$ cat config.mk
export PLATFORM = sky130hd
export DESIGN_NAME = sdram_pattern_tester_flat
export DESIGN_NICKNAME = d
export VERILOG_FILES = /design/src/rtl/sdram_pattern_tester_pkg.sv /design/src/rtl/sdram_pattern_tester_if.sv /design/src/rtl/sdram_pattern_tester_lfsr32.sv /design/src/rtl/sdram_pattern_tester.sv /design/src/flat_wrapper.sv
export SDC_FILE = /design/constraint.sdc
export NUM_CORES = 1
export LEC_CHECK = 0
export BUFFER_PORTS_ARGS = -buffer_cell sky130_fd_sc_hd__clkbuf_2
export CORE_MARGIN = 1.5
export CORE_UTILIZATION = 48
export CTS_BUF_LIST = sky130_fd_sc_hd__clkbuf_8
export CTS_CLUSTER_DIAMETER = 200
export DETAILED_ROUTE_END_ITERATION = 8
export GPL_TIMING_DRIVEN = 0
export PLACE_DENSITY = 0.81
export SKIP_LAST_GASP = 1
export SYNTH_ARGS = -nofsm -noshare
export SYNTH_HDL_FRONTEND = slang
export SYNTH_SLANG_ARGS = --single-unit
$ cat constraint.sdc
create_clock -name clk -period 4 [get_ports clk]
set_input_delay 0.4 -clock clk [delete_from_list [all_inputs] [get_ports clk]]
set_output_delay 0.4 -clock clk [all_outputs]
set_load 0.01 [all_outputs]
$ cat src/rtl/sdram_pattern_tester_pkg.sv
// Shared types and constants for the SDRAM pattern tester: state encoding,
// LED bit positions and the LFSR polynomial.
package sdram_test_pkg;

   typedef enum logic [2:0] {
      INIT      = 3'd0,
      WR_REQ    = 3'd1,
      RD_SETUP  = 3'd2,
      RD_REQ    = 3'd3,
      RD_WAIT   = 3'd4,
      PASS_DONE = 3'd5,
      FAIL      = 3'd6
   } state_t;

   localparam int LED_PASS    = 7;
   localparam int LED_FAIL    = 6;
   localparam int LED_TIMEOUT = 5;
   localparam int LED_CNT_W   = 5;

   localparam logic [31:0] LFSR_MASK = 32'h80200003;

   // Galois form, x^32+x^22+x^2+x+1, shifting right
   function automatic logic [31:0] lfsr_next(input logic [31:0] v);
      return (v >> 1) ^ (v[0] ? LFSR_MASK : 32'h0);
   endfunction

endpackage

$ cat src/rtl/sdram_pattern_tester_if.sv
// Request/response bus between the pattern tester (master) and the SDRAM
// controller (slave).
interface sdram_pattern_tester_if #(
   parameter int ADDR_W = 23,
   parameter int DATA_W = 32
) ();

   logic [ADDR_W-1:0] addr;
   logic              rw;
   logic [DATA_W-1:0] data_in;
   logic [DATA_W-1:0] data_out;
   logic              busy;
   logic              in_valid;
   logic              out_valid;

   modport master (
      output addr, rw, data_in, in_valid,
      input  data_out, busy, out_valid
   );

   modport slave (
      input  addr, rw, data_in, in_valid,
      output data_out, busy, out_valid
   );

endinterface

$ cat src/rtl/sdram_pattern_tester_lfsr32.sv
// 32-bit Galois LFSR shared by the write and read-back passes; load has
// priority over step so a reseed never also advances.
module lfsr32
   import sdram_test_pkg::*;
(
   input  logic        clk,
   input  logic        load,
   input  logic [31:0] load_val,
   input  logic        step,
   output logic [31:0] q
);

   logic [31:0] q_q;
   logic [31:0] q_d;

   always_comb begin
      q_d = q_q;
      if (load) begin
         q_d = load_val;
      end else if (step) begin
         q_d = lfsr_next(q_q);
      end
   end

   always_ff @(posedge clk) begin
      q_q <= q_d;
   end

   assign q = q_q;

endmodule

$ cat src/rtl/sdram_pattern_tester.sv
// Self-running SDRAM traffic generator/checker: writes an LFSR sequence over
// the address window, reads it back, compares, and reports on 8 LEDs.
//
// state     | meaning
// ----------+-----------------------------------------------------------
// INIT      | controller still initialising, wait for busy low
// WR_REQ    | issuing write of lfsr word at addr
// RD_SETUP  | rewind lfsr to pass seed and addr to START_ADDR
// RD_REQ    | issuing read at addr
// RD_WAIT   | read outstanding, waiting for out_valid
// PASS_DONE | window verified, bump pass count and seed
// FAIL      | sticky error (data mismatch or watchdog), bus idle
module sdram_pattern_tester
   import sdram_test_pkg::*;
#(
   parameter int                 ADDR_W     = 23,
   parameter int                 DATA_W     = 32,
   parameter logic [ADDR_W-1:0]  START_ADDR = 23'h000000,
   parameter logic [ADDR_W-1:0]  END_ADDR   = 23'h0003FF,
   parameter logic [31:0]        SEED       = 32'hACE12345,
   parameter int                 TIMEOUT    = 4096
) (
   input  logic                   clk,
   input  logic                   rst,
   sdram_pattern_tester_if.master bus,
   output logic [7:0]             leds,
   output logic [ADDR_W-1:0]      fail_addr
);

   localparam int WDOG_W = $clog2(TIMEOUT + 1);

   state_t                 state_q, state_d;
   logic [ADDR_W-1:0]      addr_q, addr_d;
   logic [ADDR_W-1:0]      fail_addr_q, fail_addr_d;
   logic                   in_valid_q, in_valid_d;
   logic [WDOG_W-1:0]      wdog_q, wdog_d;
   logic [31:0]            seed_q, seed_d;
   logic [LED_CNT_W-1:0]   pass_count_q, pass_count_d;
   logic                   pass_q, pass_d;
   logic                   fail_q, fail_d;
   logic                   timeout_q, timeout_d;

   logic                   lfsr_load;
   logic [31:0]            lfsr_load_val;
   logic                   lfsr_step;
   logic [31:0]            lfsr_q;

   logic                   accept;
   logic                   wdog_run;
   logic                   wdog_expired;
   logic [31:0]            seed_inc;

   lfsr32 u_lfsr (
      .clk      (clk),
      .load     (lfsr_load),
      .load_val (lfsr_load_val),
      .step     (lfsr_step),
      .q        (lfsr_q)
   );

   assign accept       = in_valid_q && !bus.busy;
   assign wdog_run     = (((state_q == WR_REQ) || (state_q == RD_REQ)) && bus.busy)
                         || (state_q == RD_WAIT);
   assign wdog_expired = wdog_run && (wdog_q == WDOG_W'(TIMEOUT - 1));
   // an all-zero seed would lock the LFSR, so the wrap goes to 1
   assign seed_inc     = (seed_q == 32'hFFFF_FFFF) ? 32'd1 : seed_q + 32'd1;

   always_comb begin
      state_d       = state_q;
      addr_d        = addr_q;
      fail_addr_d   = fail_addr_q;
      seed_d        = seed_q;
      pass_count_d  = pass_count_q;
      pass_d        = pass_q;
      fail_d        = fail_q;
      timeout_d     = timeout_q;
      lfsr_load     = 1'b0;
      lfsr_load_val = seed_q;
      lfsr_step     = 1'b0;
      wdog_d        = wdog_run ? wdog_q + 1'b1 : '0;

      case (state_q)
         INIT: begin
            if (!bus.busy) begin
               state_d = WR_REQ;
               addr_d  = START_ADDR;
            end
         end
         WR_REQ: begin
            if (accept) begin
               lfsr_step = 1'b1;
               if (addr_q == END_ADDR) begin
                  state_d = RD_SETUP;
               end else begin
                  addr_d = addr_q + 1'b1;
               end
            end else if (wdog_expired) begin
               state_d   = FAIL;
               timeout_d = 1'b1;
            end
         end
         RD_SETUP: begin
            lfsr_load     = 1'b1;
            lfsr_load_val = seed_q;
            addr_d        = START_ADDR;
            state_d       = RD_REQ;
         end
         RD_REQ: begin
            if (accept) begin
               state_d = RD_WAIT;
            end else if (wdog_expired) begin
               state_d   = FAIL;
               timeout_d = 1'b1;
            end
         end
         RD_WAIT: begin
            // a compare in the expiry cycle takes precedence over the timeout
            if (bus.out_valid) begin
               wdog_d = '0;
               if (bus.data_out != DATA_W'(lfsr_q)) begin
                  state_d = FAIL;
               end else begin
                  lfsr_step = 1'b1;
                  if (addr_q == END_ADDR) begin
                     state_d = PASS_DONE;
                  end else begin
                     addr_d  = addr_q + 1'b1;
                     state_d = RD_REQ;
                  end
               end
            end else if (wdog_expired) begin
               state_d   = FAIL;
               timeout_d = 1'b1;
            end
         end
         PASS_DONE: begin
            pass_d        = 1'b1;
            pass_count_d  = pass_count_q + 1'b1;
            seed_d        = seed_inc;
            lfsr_load     = 1'b1;
            lfsr_load_val = seed_inc;
            addr_d        = START_ADDR;
            state_d       = WR_REQ;
         end
         FAIL: begin
         end
         default: begin
            state_d = INIT;
         end
      endcase

      if ((state_d == FAIL) && (state_q != FAIL)) begin
         fail_d      = 1'b1;
         fail_addr_d = addr_q;
      end

      // request drops for one cycle after acceptance
      in_valid_d = ((state_d == WR_REQ) || (state_d == RD_REQ)) && !accept;

      if (!rst) begin
         lfsr_load     = 1'b1;
         lfsr_load_val = SEED;
      end
   end

   always_ff @(posedge clk) begin
      if (!rst) begin
         state_q      <= INIT;
         addr_q       <= '0;
         fail_addr_q  <= '0;
         in_valid_q   <= 1'b0;
         wdog_q       <= '0;
         seed_q       <= SEED;
         pass_count_q <= '0;
         pass_q       <= 1'b0;
         fail_q       <= 1'b0;
         timeout_q    <= 1'b0;
      end else begin
         state_q      <= state_d;
         addr_q       <= addr_d;
         fail_addr_q  <= fail_addr_d;
         in_valid_q   <= in_valid_d;
         wdog_q       <= wdog_d;
         seed_q       <= seed_d;
         pass_count_q <= pass_count_d;
         pass_q       <= pass_d;
         fail_q       <= fail_d;
         timeout_q    <= timeout_d;
      end
   end

   assign bus.addr     = addr_q;
   assign bus.in_valid = in_valid_q;
   assign bus.rw       = (state_q == WR_REQ);
   assign bus.data_in  = (state_q == WR_REQ) ? DATA_W'(lfsr_q) : '0;

   assign leds      = {pass_q, fail_q, timeout_q, pass_count_q};
   assign fail_addr = fail_addr_q;

endmodule

$ cat src/flat_wrapper.sv
// flat-port wrapper written by rule: the top's interface ports become plain ports
module sdram_pattern_tester_flat import sdram_test_pkg::*;
#(
   parameter int                 ADDR_W     = 23,
   parameter int                 DATA_W     = 32,
   parameter logic [ADDR_W-1:0]  START_ADDR = 23'h000000,
   parameter logic [ADDR_W-1:0]  END_ADDR   = 23'h0003FF,
   parameter logic [31:0]        SEED       = 32'hACE12345,
   parameter int                 TIMEOUT    = 4096
)
  (clk, rst, leds, fail_addr, bus_addr, bus_rw, bus_data_in, bus_in_valid, bus_data_out, bus_busy, bus_out_valid);
  sdram_pattern_tester_if #(.ADDR_W(ADDR_W), .DATA_W(DATA_W)) bus_i ();
  input  logic clk;
  input  logic rst;
  output logic [7:0] leds;
  output logic [ADDR_W-1:0] fail_addr;
  output wire logic [$bits(bus_i.addr)-1:0] bus_addr;
  output wire logic [$bits(bus_i.rw)-1:0] bus_rw;
  output wire logic [$bits(bus_i.data_in)-1:0] bus_data_in;
  output wire logic [$bits(bus_i.in_valid)-1:0] bus_in_valid;
  input wire logic [$bits(bus_i.data_out)-1:0] bus_data_out;
  input wire logic [$bits(bus_i.busy)-1:0] bus_busy;
  input wire logic [$bits(bus_i.out_valid)-1:0] bus_out_valid;
  assign bus_addr = bus_i.addr;
  assign bus_rw = bus_i.rw;
  assign bus_data_in = bus_i.data_in;
  assign bus_in_valid = bus_i.in_valid;
  assign bus_i.data_out = bus_data_out;
  assign bus_i.busy = bus_busy;
  assign bus_i.out_valid = bus_out_valid;
  sdram_pattern_tester #(.ADDR_W(ADDR_W), .DATA_W(DATA_W), .START_ADDR(START_ADDR), .END_ADDR(END_ADDR), .SEED(SEED), .TIMEOUT(TIMEOUT)) u_core (.clk(clk), .rst(rst), .bus(bus_i), .leds(leds), .fail_addr(fail_addr));
endmodule
==> summary.txt <==
Run status
  – Outcome: completed

Placed design
  – Routability cong.: 0.985
  – Total of buffers placed on input and output ports: 122
  – HPWL Detailed: 13.6 mm
  – Placement-stage cell area: 7790 um2
  – Placement Setup Slack: 1100 ps

CTS
  – Buffers from clock root to sink, at most: 2
  – Number of buffers added for setup after CTS: 0
  – Clock Sink Count: 135
  – Cell chosen for the clock root: sky130_fd_sc_hd__clkbuf_8
  – Reg clk slew, reported paths: 70 ps
  – # hold bufs at CTS: 0
  – Number of instances resized during post-cts repair: 0
  – TritonCTS clock tree: built
  – TritonCTS Buffers: 17
  – Maximum level of the CTS H-tree: 4
  – Clock latency at the later pin of the worst-skew pair: 460 ps

Global route
  – Antenna violations before repair: 0
  – GR Util All Layers: 25.4%
  – Wire length of the first global-routing pass: 29.4 mm
  – Number of global-route vias before repair: 5748
  – Final global-route overflow total: 0
  – Maximum number of pins on one net before global-route repair: 18

STA
  – Setup skew after layout: 16.4 ps
  – Slew at the pin closest to its max-slew limit: 922 ps
  – Tcrit/Tclk final: 71.4%
  – Slew margin rel.: 38.3%
  – Max Fclk: 350 MHz
  – Number of endpoints failing setup at the final stage: 0
  – Fin worst setup slack: 1140 ps
  – Final setup TNS: 0 ps
  – Count of endpoints failing hold in the final timing report: 0
  – Minimum clock period after layout: 2860 ps
  – Unrepaired setup endpoints after global routing: no
  – Count of final max-slew check failures: 0

Yosys
  – Cell count after synthesis: 778
  – Most used DFF post-synth: sky130_fd_sc_hd__dfxtp_1
  – Proportion of netlist area held by the largest area contributor: 29.8%
  – Yosys top cell by area: sky130_fd_sc_hd__dfxtp_1
  – Number of synthesized register bits: 135
  – Most frequently used cell type in the post-synthesis netlist: sky130_fd_sc_hd__nand2_1
  – Yosys warns: 0
  – Share of synthesized flip-flops with an asynchronous set or reset: 0%
  – Post-Syn Area: 6930 um2
  – Number of enable-type register cells in the synthesized netlist: 32
  – Average instance area after synthesis: 8.91 um2
  – Sequential fraction of the synthesis area: 43.6%
  – Library cells used by synthesis: 59
  – Top cells by area in the synthesized netlist: sky130_fd_sc_hd__dfxtp_1 30%, sky130_fd_sc_hd__edfxtp_1 14%, sky130_fd_sc_hd__xor2_1 7.0%, sky130_fd_sc_hd__nand2_1 5.8%, sky130_fd_sc_hd__mux2i_1 4.0%
  – Commonest cells in the netlist: 107 x sky130_fd_sc_hd__nand2_1, 103 x sky130_fd_sc_hd__dfxtp_1, 70 x sky130_fd_sc_hd__nor2_1
  – Net count after synthesis: 818

Drt
  – DR top layer: met4
  – Post-DRT Antenna Nets: 0
  – Met1 wire length: 8.27 mm
  – First DRT Iteration DRCs: 571
  – Vias per Instance: 5.72
  – Post-route DRC: 0
  – Via count: 6370
  – Number of search-and-repair iterations in the first detailed-routing pass: 6
  – Total wire length after detailed routing: 18.9 mm
  – Met3 Routed Length: 1.60 mm
  – Met2 wire length: 8.54 mm
  – Per-cell routed wire length: 16.9 um

Worst setup path
  – CP Launch Type: register
  – Category of the critical setup timing path: register to output pin
  – Required time at the worst-slack endpoint: 3600 ps
  – Highest net fanout along the worst path: 10
  – Endpoint class of the critical path: output pin
  – Worst EP arrival: 2460 ps

Power and ir drop
  – Switching part of the total: 25.7%
  – VDD IR max: 0.248 mV
  – Part of the total power dissipated in sequential elements: 54.0%
  – Net Switching: 690 uW
  – Cell-internal power: 1.99 mW
  – Logic pwr share: 8.1%
  – Power density relative to cell area: 330 nW/um2
  – Fraction of power consumed by the clock network: 37.9%
  – LEAKAGE: 3.21 nW

Layout
  – Total non-filler cell area in the finished layout: 8140 um2
  – Fin nets: 961
  – Layout cell share with drive strength beyond 1: 19.5%
  – Number of diodes added for antenna fixing: 0
  – Growth of design area from synthesis to finish: 17.5%

Floorplan
  – Starting density of the core: 49.5%
  – Die height: 123 um
  – Overall die width: 123 um
  – Die Outline Area: 15200 um2
  – # rows: 43
  – Top-level I/O count: 124
  – Core Area: 14000 um2

Run
  – Max-Cap Viols: 0

Min path
  – Hold WC Path Type: primary input to register
==> cell usage in the layout (no fill, tap or decap), drive strengths merged, types with 4 or more instances in the layout <==
cell type  netlist  layout
nand2b           9       9
nand2          108     108
nor2b            4       4
a31oi           11      11
dfxtp          103     103
a21oi           29      29
a211oi           4       4
nor2            71      71
and4             6       6
or3              7       7
o21ai           23      23
nand4           21      21
xnor2           24      24
nand3           38      38
nor4            16      16
a21o             6       6
clkbuf          31     171
ha               4       4
mux2i           28      28
and2            41      41
o211ai           6       6
clkinv           1       5
inv             12      18
nor3            11      11
buf             14      16
or4              5       5
and3            13      13
edfxtp          32      32
o31ai           13      13
xor2            55      55
==> worst paths after layout <==
check / start / end / slack, ps / cells after the start
worst max-delay path: u_core.state_q[2] / bus_data_in[15] / 1140 / 5
worst max register to register: u_core.u_lfsr.q[0] / u_core.bus.addr[3] / 1170 / 8
worst min register to register: u_core.timeout_q / u_core.timeout_q / 450 / 2
worst min-delay path: bus_out_valid / u_core.state_q[2] / 360 / 3
==> layout make-up <==
cell class                 instances  area, um2
inverter                          13       48.8
clock buffer                      18        248
multi-input combinational        585       3650
buffer                            45        209
tap                              180        225
clock inverter                    14       97.6
fill                            1272       5850
sequential                       135       3020
timing repair buffer             124        641
==> per-stage QoR <==
stage	hold slack, ps	util (%)	total power [mW]	cells
after floorplan	426	-	1.60	778
after global placement	436	55.5	1.69	1080
after detailed placement	447	55.7	1.69	1082
after CTS	325	58.2	2.69	1114
after global routing	369	58.2	2.78	1114
final	358	58.2	2.68	1114
==> worst max-delay path, stage by stage (launching register included) <==
cell,delay (ps)
sky130_fd_sc_hd__dfxtp_1,340
sky130_fd_sc_hd__buf_2,190
sky130_fd_sc_hd__nor3b_2,760
sky130_fd_sc_hd__clkbuf_1,380
sky130_fd_sc_hd__and2_1,210
sky130_fd_sc_hd__clkbuf_2,140
==> metal layers <==
layer	track usage, %	up-vias
li1	-	3032
met1	34.0	2982
met2	39.2	317
met3	6.41	39
met4	10.3	0
met5	0	-
==> kinds of logic after synthesis <==
logic type	count (synthesis)	synth area share, %
AOI/OAI and AO/OA	109	10.1
xor gates and xnor gates	79	9.99
adders and majority gates	4	0.722
buffers and inverters	58	3.72
DFF	135	43.6
muxes	30	4.42
and+or+nand+nor	363	27.4
==> power groups by stage <==
stage	clock [mW]	sequential, mW	combinational (mW)
2_1_floorplan	0	1.47	0.127
3_3_place_gp	0	1.48	0.208
3_5_place_dp	0	1.48	0.214
4_1_cts	1.02	1.45	0.216
5_1_grt	1.09	1.45	0.238
6_report	1.02	1.45	0.219
==> state kept, by name, summed over array words and instances, names as in the netlist <==
register	count
u_core.pass_count_q	5
u_core.wdog_q	13
u_core.fail_addr	23
u_core.timeout_q	1
u_core.bus.in_valid	1
u_core.seed_q	32
u_core.u_lfsr.q	32
u_core.bus.addr	23
u_core.pass_q	1
u_core.state_q	3
u_core.fail_q	1
Note: power is estimated with default switching activity, not from simulation.
